**config.mk**
```make
export PLATFORM = sky130hd
export DESIGN_NAME = check_flat
export DESIGN_NICKNAME = d
export VERILOG_FILES = /design/src/rtl/check_if.sv /design/src/rtl/check.sv /design/src/flat_wrapper.sv
export SDC_FILE = /design/constraint.sdc
export NUM_CORES = 1
export LEC_CHECK = 0
export ABC_CLOCK_PERIOD_IN_PS = 3300
export BUFFER_PORTS_ARGS = -buffer_cell sky130_fd_sc_hd__buf_2
export CORE_UTILIZATION = 45
export DETAILED_ROUTE_END_ITERATION = 8
export PLACE_DENSITY = 0.77
export SYNTH_ARGS = -nofsm -noshare
export SYNTH_HDL_FRONTEND = slang
export SYNTH_SLANG_ARGS = --single-unit
```
**constraint.sdc**
```tcl
create_clock -name clock -period 3.3 [get_ports clock]
set_clock_uncertainty 0.2 [all_clocks]
set_input_delay 0.66 -clock clock [delete_from_list [all_inputs] [get_ports clock]]
set_output_delay 0.66 -clock clock [all_outputs]
set_load 0.02 [all_outputs]
```
**src/rtl/check_if.sv**
```systemverilog
// Stim/check datapath channels: check FIFO, result FIFO, log FIFO and command port.
interface check_if #(
  parameter int ADDR_WIDTH = 20,
  parameter int STF_WIDTH  = 24,
  parameter int ORV_WIDTH  = 8,
  parameter int CHF_WIDTH  = STF_WIDTH + ORV_WIDTH + ADDR_WIDTH,
  parameter int SCC_WIDTH  = 5,
  parameter int SCD_WIDTH  = 24
);
  logic [CHF_WIDTH-1:0]          cfifo_data;
  logic                          cfifo_rdreq;
  logic                          cfifo_rdempty;
  logic [STF_WIDTH-1:0]          rfifo_data;
  logic                          rfifo_rdreq;
  logic                          rfifo_rdempty;
  logic [ADDR_WIDTH+STF_WIDTH:0] log_data;
  logic                          log_wrreq;
  logic                          log_wrfull;
  logic [SCC_WIDTH-1:0]          sc_cmd;
  logic [SCD_WIDTH-1:0]          sc_data;
  logic                          sc_ready;

  modport master (
    input  cfifo_data, cfifo_rdempty, rfifo_data, rfifo_rdempty, log_wrfull, sc_cmd, sc_data,
    output cfifo_rdreq, rfifo_rdreq, log_data, log_wrreq, sc_ready
  );

  modport slave (
    output cfifo_data, cfifo_rdempty, rfifo_data, rfifo_rdempty, log_wrfull, sc_cmd, sc_data,
    input  cfifo_rdreq, rfifo_rdreq, log_data, log_wrreq, sc_ready
  );
endinterface

```
**src/rtl/check.sv**
```systemverilog
// Compares captured DUT results against expected words under a bitmask,
// counts pass/fail and logs mismatches (or every vector when LOG_PASS=1).
//
// state   | meaning
// IDLE    | accept commands, wait for both FIFOs non-empty and log not full
// READ    | pop one word from check and result FIFOs
// LATCH   | register expected, address and actual
// COMPARE | evaluate masked mismatch, bump pass/fail counter
// WRITE   | push {fail, address, actual} to the log FIFO
module check #(
  parameter int ADDR_WIDTH = 20,
  parameter int STF_WIDTH  = 24,
  parameter int ORV_WIDTH  = 8,
  parameter int CHF_WIDTH  = STF_WIDTH + ORV_WIDTH + ADDR_WIDTH,
  parameter int SCC_WIDTH  = 5,
  parameter int SCD_WIDTH  = 24,
  parameter int CNT_WIDTH  = 16,
  parameter int LOG_PASS   = 0
) (
  input  logic                 clock,
  input  logic                 reset_n,
  check_if.master              bus,
  input  logic                 cnt_clear,
  output logic [CNT_WIDTH-1:0] pass_cnt,
  output logic [CNT_WIDTH-1:0] fail_cnt,
  output logic                 any_fail
);
  localparam logic [SCC_WIDTH-1:0] CMD_BITMASK = SCC_WIDTH'(1);

  typedef enum logic [2:0] {IDLE, READ, LATCH, COMPARE, WRITE} state_t;

  state_t                state, state_nxt;
  logic [STF_WIDTH-1:0]  mask;
  logic [STF_WIDTH-1:0]  exp_q;
  logic [STF_WIDTH-1:0]  act_q;
  logic [ADDR_WIDTH-1:0] addr_q;
  logic                  fail_q;
  logic                  mask_load;
  logic                  start;
  logic                  fail_now;
  logic                  unused_bits;

  assign mask_load = (state == IDLE) && (bus.sc_cmd == CMD_BITMASK);
  // A command accepted this cycle defers the vector fetch by one cycle.
  assign start     = !bus.cfifo_rdempty && !bus.rfifo_rdempty && !bus.log_wrfull && !mask_load;
  assign fail_now  = |((act_q ^ exp_q) & mask);
  assign bus.log_data = {fail_q, addr_q, act_q};
  assign unused_bits  = ^{bus.cfifo_data[ORV_WIDTH-1:0], bus.sc_data};

  always_ff @(posedge clock or negedge reset_n) begin
    if (!reset_n) state <= IDLE;
    else          state <= state_nxt;
  end

  always_comb begin
    state_nxt       = state;
    bus.cfifo_rdreq = 1'b0;
    bus.rfifo_rdreq = 1'b0;
    bus.log_wrreq   = 1'b0;
    bus.sc_ready    = 1'b0;
    case (state)
      IDLE: begin
        bus.sc_ready = 1'b1;
        if (start) state_nxt = READ;
      end
      READ: begin
        bus.cfifo_rdreq = 1'b1;
        bus.rfifo_rdreq = 1'b1;
        state_nxt       = LATCH;
      end
      LATCH:   state_nxt = COMPARE;
      COMPARE: state_nxt = (fail_now || (LOG_PASS != 0)) ? WRITE : IDLE;
      WRITE: begin
        bus.log_wrreq = 1'b1;
        state_nxt     = IDLE;
      end
      default: state_nxt = IDLE;
    endcase
  end

  always_ff @(posedge clock or negedge reset_n) begin
    if (!reset_n) begin
      mask   <= '1;
      exp_q  <= '0;
      act_q  <= '0;
      addr_q <= '0;
      fail_q <= 1'b0;
    end else begin
      if (mask_load) mask <= bus.sc_data[STF_WIDTH-1:0];
      if (state == LATCH) begin
        exp_q  <= bus.cfifo_data[CHF_WIDTH-1 -: STF_WIDTH];
        addr_q <= bus.cfifo_data[CHF_WIDTH-STF_WIDTH-1 -: ADDR_WIDTH];
        act_q  <= bus.rfifo_data;
      end
      if (state == COMPARE) fail_q <= fail_now;
    end
  end

  // Clear wins over a concurrent increment; counters stick at all-ones.
  always_ff @(posedge clock or negedge reset_n) begin
    if (!reset_n) begin
      pass_cnt <= '0;
      fail_cnt <= '0;
      any_fail <= 1'b0;
    end else if (cnt_clear) begin
      pass_cnt <= '0;
      fail_cnt <= '0;
      any_fail <= 1'b0;
    end else if (state == COMPARE) begin
      if (fail_now) begin
        any_fail <= 1'b1;
        if (fail_cnt != '1) fail_cnt <= fail_cnt + CNT_WIDTH'(1);
      end else if (pass_cnt != '1) begin
        pass_cnt <= pass_cnt + CNT_WIDTH'(1);
      end
    end
  end
endmodule

```
**src/flat_wrapper.sv**
```systemverilog
// flat-port wrapper written by rule: the top's interface ports become plain ports
module check_flat 
#(
  parameter int ADDR_WIDTH = 20,
  parameter int STF_WIDTH  = 24,
  parameter int ORV_WIDTH  = 8,
  parameter int CHF_WIDTH  = STF_WIDTH + ORV_WIDTH + ADDR_WIDTH,
  parameter int SCC_WIDTH  = 5,
  parameter int SCD_WIDTH  = 24,
  parameter int CNT_WIDTH  = 16,
  parameter int LOG_PASS   = 0
)
  (clock, reset_n, cnt_clear, pass_cnt, fail_cnt, any_fail, bus_cfifo_data, bus_cfifo_rdempty, bus_rfifo_data, bus_rfifo_rdempty, bus_log_wrfull, bus_sc_cmd, bus_sc_data, bus_cfifo_rdreq, bus_rfifo_rdreq, bus_log_data, bus_log_wrreq, bus_sc_ready);
  check_if #(.ADDR_WIDTH(ADDR_WIDTH), .STF_WIDTH(STF_WIDTH), .ORV_WIDTH(ORV_WIDTH), .CHF_WIDTH(CHF_WIDTH), .SCC_WIDTH(SCC_WIDTH), .SCD_WIDTH(SCD_WIDTH)) bus_i ();
  input  logic clock;
  input  logic reset_n;
  input  logic cnt_clear;
  output logic [CNT_WIDTH-1:0] pass_cnt;
  output logic [CNT_WIDTH-1:0] fail_cnt;
  output logic any_fail;
  input wire logic [$bits(bus_i.cfifo_data)-1:0] bus_cfifo_data;
  input wire logic [$bits(bus_i.cfifo_rdempty)-1:0] bus_cfifo_rdempty;
  input wire logic [$bits(bus_i.rfifo_data)-1:0] bus_rfifo_data;
  input wire logic [$bits(bus_i.rfifo_rdempty)-1:0] bus_rfifo_rdempty;
  input wire logic [$bits(bus_i.log_wrfull)-1:0] bus_log_wrfull;
  input wire logic [$bits(bus_i.sc_cmd)-1:0] bus_sc_cmd;
  input wire logic [$bits(bus_i.sc_data)-1:0] bus_sc_data;
  output wire logic [$bits(bus_i.cfifo_rdreq)-1:0] bus_cfifo_rdreq;
  output wire logic [$bits(bus_i.rfifo_rdreq)-1:0] bus_rfifo_rdreq;
  output wire logic [$bits(bus_i.log_data)-1:0] bus_log_data;
  output wire logic [$bits(bus_i.log_wrreq)-1:0] bus_log_wrreq;
  output wire logic [$bits(bus_i.sc_ready)-1:0] bus_sc_ready;
  assign bus_i.cfifo_data = bus_cfifo_data;
  assign bus_i.cfifo_rdempty = bus_cfifo_rdempty;
  assign bus_i.rfifo_data = bus_rfifo_data;
  assign bus_i.rfifo_rdempty = bus_rfifo_rdempty;
  assign bus_i.log_wrfull = bus_log_wrfull;
  assign bus_i.sc_cmd = bus_sc_cmd;
  assign bus_i.sc_data = bus_sc_data;
  assign bus_cfifo_rdreq = bus_i.cfifo_rdreq;
  assign bus_rfifo_rdreq = bus_i.rfifo_rdreq;
  assign bus_log_data = bus_i.log_data;
  assign bus_log_wrreq = bus_i.log_wrreq;
  assign bus_sc_ready = bus_i.sc_ready;
  check #(.ADDR_WIDTH(ADDR_WIDTH), .STF_WIDTH(STF_WIDTH), .ORV_WIDTH(ORV_WIDTH), .CHF_WIDTH(CHF_WIDTH), .SCC_WIDTH(SCC_WIDTH), .SCD_WIDTH(SCD_WIDTH), .CNT_WIDTH(CNT_WIDTH), .LOG_PASS(LOG_PASS)) u_core (.clock(clock), .reset_n(reset_n), .bus(bus_i), .cnt_clear(cnt_clear), .pass_cnt(pass_cnt), .fail_cnt(fail_cnt), .any_fail(any_fail));
endmodule
```
## After elaboration in Yosys (flattened, before gate mapping)

Index checks and enable logic that the tools add are counted.

- Flip-flop bits (word level): 129
- Bits in latches: 0
- RAM bits: 0
- Memory bits (read-only): 0
- Input bits: 111
- Output and inout port bits: 82
- Logic and storage cells: 56
- Memories kept: 0

- Add/sub/neg operators: 2
- $mul: 0
- Divide/modulo/power cells: 0
- $lt $le $gt $ge: 0
- Equal/unequal tests: 9
- Shifts and indexed selects: 0
- Multiplexer cells: 17
- Bitwise gates (word level): 2
- Reduce and logical (&&, ||, !) cells: 17

Operators with widths:

| cell | number |
|---|---|
| 16-bit 2-to-1 mux | 8 |
| 16-bit by 1-bit adder with 16-bit output, second input constant | 2 |
| 16-bit inequality test, second input constant | 2 |
| 24-bit AND | 1 |
| 24-bit OR reduction | 1 |
| 24-bit bitwise XOR | 1 |
| 3-bit case mux with 4 select lines | 1 |
| 2-bit nonzero test | 4 |
| 3-bit by 2-bit equality test with 1-bit output, second input constant | 2 |
| 1-bit 2-to-1 mux | 6 |
| 3-bit 2-to-1 mux | 2 |
| 3-bit AND reduction | 2 |
| 5-bit by 1-bit equality test with 1-bit output, second input constant | 1 |
| 1-bit logical AND | 4 |
| 1-bit logical NOT | 4 |
| 3-bit by 1-bit equality test with 1-bit output, second input constant | 1 |
| 3-bit equality test, second input constant | 1 |
| 3-bit logical NOT | 1 |
| 2-bit by 1-bit inequality test with 1-bit output, second input constant | 1 |
| 2-bit inequality test, second input constant | 1 |
| 2-bit AND reduction | 1 |

## Logic depth before layout (Yosys ltp)

- Word-level depth: 6
- Mapped depth: 8
- Depth with buffers taken out: 6

## Worst setup path after synthesis

No wires, ideal clock.

- Kind: register to register
- Start: reg u_core.state[0]
- End: reg u_core.mask[10]
- Setup time: 0.082 ns
- Arrival time: 2.302 ns
- Data required time: 3.018 ns
- Setup slack: 0.716 ns
- Cell stages (with the launch flop): 7
- Buffers on the path: 3
- Period minus slack after synthesis: 2.584 ns
- Path through: dfrtp_1 clkbuf_1 nor3_1 and4_1 clkbuf_1 clkbuf_1 mux2_2

- Word-level cells in the longest chain between the ends: 2

RTL lines:

| what | RTL line | text |
|---|---|---|
| from (decl) | check.sv:32 | `state_t state, state_nxt;` |
| from (signal assigned) | check.sv:52 | `else state <= state_nxt;` |
| 3-bit logical NOT | check.sv:43 | `assign mask_load = (state == IDLE) && (bus.sc_cmd == CMD_BITMASK);` |
| 1-bit logical AND | check.sv:43 |  |
| to (signal assigned) | check.sv:89 | `if (mask_load) mask <= bus.sc_data[STF_WIDTH-1:0];` |
| to (decl) | check.sv:33 | `logic [STF_WIDTH-1:0] mask;` |

No other way between the ends.
A chain may end at the register's enable or synchronous reset.

## Worst setup path in the final report

- Start: reg u_core.exp_q[22]
- End: reg u_core.pass_cnt[11]

- Word-level cells in the longest chain between the ends: 5

RTL lines:

| what | RTL line | text |
|---|---|---|
| from (decl) | check.sv:34 | `logic [STF_WIDTH-1:0] exp_q;` |
| from (signal assigned) | check.sv:91 | `exp_q <= bus.cfifo_data[CHF_WIDTH-1 -: STF_WIDTH];` |
| 24-bit bitwise XOR | check.sv:46 | `assign fail_now = \|((act_q ^ exp_q) & mask);` |
| 24-bit AND | check.sv:46 |  |
| 24-bit OR reduction | check.sv:46 |  |
| 2-bit inequality test (no source line) | -- |  |
| 3-bit AND reduction (no source line) | -- |  |
| to (signal assigned) | check.sv:114 | `pass_cnt <= pass_cnt + CNT_WIDTH'(1);` |
| to (decl) | check.sv:24 | `output logic [CNT_WIDTH-1:0] pass_cnt,` |

No other way between the ends.

==> reports/results.ini <==
[run_status]
outcome=finished, final reports clean

[clock_tree]
clk_pin_slew_ns=0.06
clock_latency_ns=0.42
cts_tree=done
cts_buffer_depth=2
htreeDepth=4
hold_buffers=0
cts.sinks=129
cts_resized=0
cts_root_buf=clkbuf_16
cts_setup_buffers=0
numCtsBuffers=17

[die]
die_h_um=115.4
rows=41
die_w_um=115.4
io_pins=193
start_util_pct=46.07
core_sq_um=12570
die_area_sq_um=13330

[logic_synthesis]
synth_flop_cell=dfrtp_1
avgSynthCellArea_sq_um=12.53
syn_inst=462
syn_nets=575
synth_common_cells=dfrtp_1, mux2_2, a21oi_1, dfstp_2, xor2_1
netlist_area_sq_um=5791
ys_top_cells_by_area=dfrtp_1, mux2_2, dfstp_2
ys_types=37
ys.warnings.count=0
synth_most_common_cell=dfrtp_1
synth_top_area_share_pct=45.38
synth_largest_area_cell=dfrtp_1
synth_edf_count=0
async_reset_ff_share_pct=100.0
ys_seq_elements=129
ys_seq_area_share_pct=56.27

[global_route]
grt.total_usage_pct=20.66
grt_pass1_wl_mm=21.07
overflow=0
grt_max_degree=64
antenna_found_initial=0
grt_pass1_vias=4387

[worst_hold_path]
hp-class=input pin to asynchronous set/reset pin

[setup_path]
crit_start=u_core.exp_q[22]
required_ns=3.43
critical_path_class=flip-flop to flip-flop
regToRegStartpoint=u_core.exp_q[22]
r2r_end=u_core.pass_cnt[11]
reg2reg_depth=6
worstPathMaxFanout=29
cp_data_arrival_time_ns=2.96
cp-end-kind=flip-flop
reg2reg_setup_slack_ns=0.47
critPathLaunchType=flip-flop

[place]
place.gp.congestion=0.7886
io_buffer_count=184
dp_hpwl_mm=9.348

[final_layout]
fin_nets=760
drive_gt1_share_pct=52.05
syn_to_final_growth_pct=29.36
multiInputGateArea_sq_um=2430
n_fill_cell=1056
seqCellArea_sq_um=3258
diodes=0

[timing]
fin_crit_ns=2.827
rsz0062_at_grt=false
setup_viol=0
min_period_over_period_pct=85.66
max_slew_margin_pct=52.18
drv_slew=0
fmax_ghz=0.3538
worst_pin_slew_ns=0.7140
hold_viol=0
finalSetupTns_ns=0

[detailed_routing]
drcViolationCount=0
post_drt_wl_per_cell_um=15.84
wl_mm=13.16
drt_iter0_markers=275
viasPerCell=5.295
vias=4400
drt-pass1-iter-count=5
ant_nets=0

[power]
power_leakage_nw=3.440
irDropWorstVdd_uv=613.0
power_mw=7.067
power.density_nw_per_um2=943.3

[job]
maxCapViolCount=0

cells in the final DEF, fill, tap and decap left out, types with 3 or more instances in the layout:
cell	count
xor2_1	24
nand4_1	16
and4_1	5
nand2_1	11
a22oi_1	12
and3_1	6
o31ai_1	7
nor2b_1	7
bufinv_16	3
clkbuf_8	4
or3_1	15
or4_1	7
dfrtp_1	105
nor3_1	11
a21oi_1	25
o21ai_0	15
nor2_1	16
clkbuf_1	5
buf_4	6
clkbuf_16	17
mux2_2	99
dfstp_2	24
nand3_1	9
buf_2	183
nor3b_1	3
worst max path at each step:
stage,end,slack [ns],cells past startpoint
6_report,u_core.pass_cnt[11],0.47,6
5_1_grt,u_core.pass_cnt[9],0.33,6
4_1_cts,u_core.pass_cnt[11],0.40,6
3_5_place_dp,u_core.pass_cnt[11],0.42,6
3_3_place_gp,u_core.pass_cnt[11],0.49,6
2_1_floorplan,u_core.mask[10],0.72,6
layer usage:
metal	global-route usage (%)	up-vias	share of wire, %
met2	34.45	167	49
met5	0	-	0
met3	6.642	28	7.3
li1	-	2069	-
met1	24.18	2136	41
met4	9.957	0	2.4
power breakdown:
group | switching [mW] | internal, mW
combinational | 1.31 | 1.19
clock | 0.645 | 1.26
sequential | 0.423 | 2.25
registers in the layout, indices dropped and copies added (netlist names):
name             flops
u_core.any_fail      1
u_core.exp_q        24
u_core.act_q        24
u_core.state         3
u_core.pass_cnt     16
u_core.fail_q        1
u_core.addr_q       20
u_core.mask         24
u_core.fail_cnt     16
critical path: stages, from the launching register on:
cell and delay [ns]:
dfrtp_1 0.39, xor2_1 0.16, a22oi_1 0.27, nand4_1 0.25, or4_4 0.75, or4_1 0.55
a21oi_1 0.17
area by class of cell:
type / count / area share (%)
sequential: 129 / 43.49
multi-input combinational: 307 / 32.44
timing repair buffer: 190 / 13.10
clock buffer: 26 / 6.664
tap: 172 / 2.873
clock inverter: 5 / 1.336
inverter: 2 / 0.1002
per-stage QoR:
stage / worst slack [ns] / instances / hold WS, ns / utilization [%] / cell area [sq um]
finish: 0.4732 / 831 / 0.03587 / 59.60 / 7491
global route: 0.3342 / 831 / 0.08962 / 59.60 / 7491
CTS: 0.4040 / 831 / 0.06371 / 59.60 / 7491
detailed placement: 0.4157 / 800 / 0.2907 / 54.83 / 6892
global placement: 0.4889 / 800 / 0.2853 / 54.83 / 6892
floorplan: 0.7157 / 462 / 0.1644 / - / 5791
cells by family after synthesis:
kind of cell,synth area share [%]
adder cells (fa/ha/maj),0.4321
multiplexers,19.43
flip-flops,56.27
XOR/XNOR,3.781
buffers and inverters,1.945
AND/OR/NAND/NOR,11.50
AO/OA/AOI/OAI,6.655
Power figures use the tool's default switching activity.
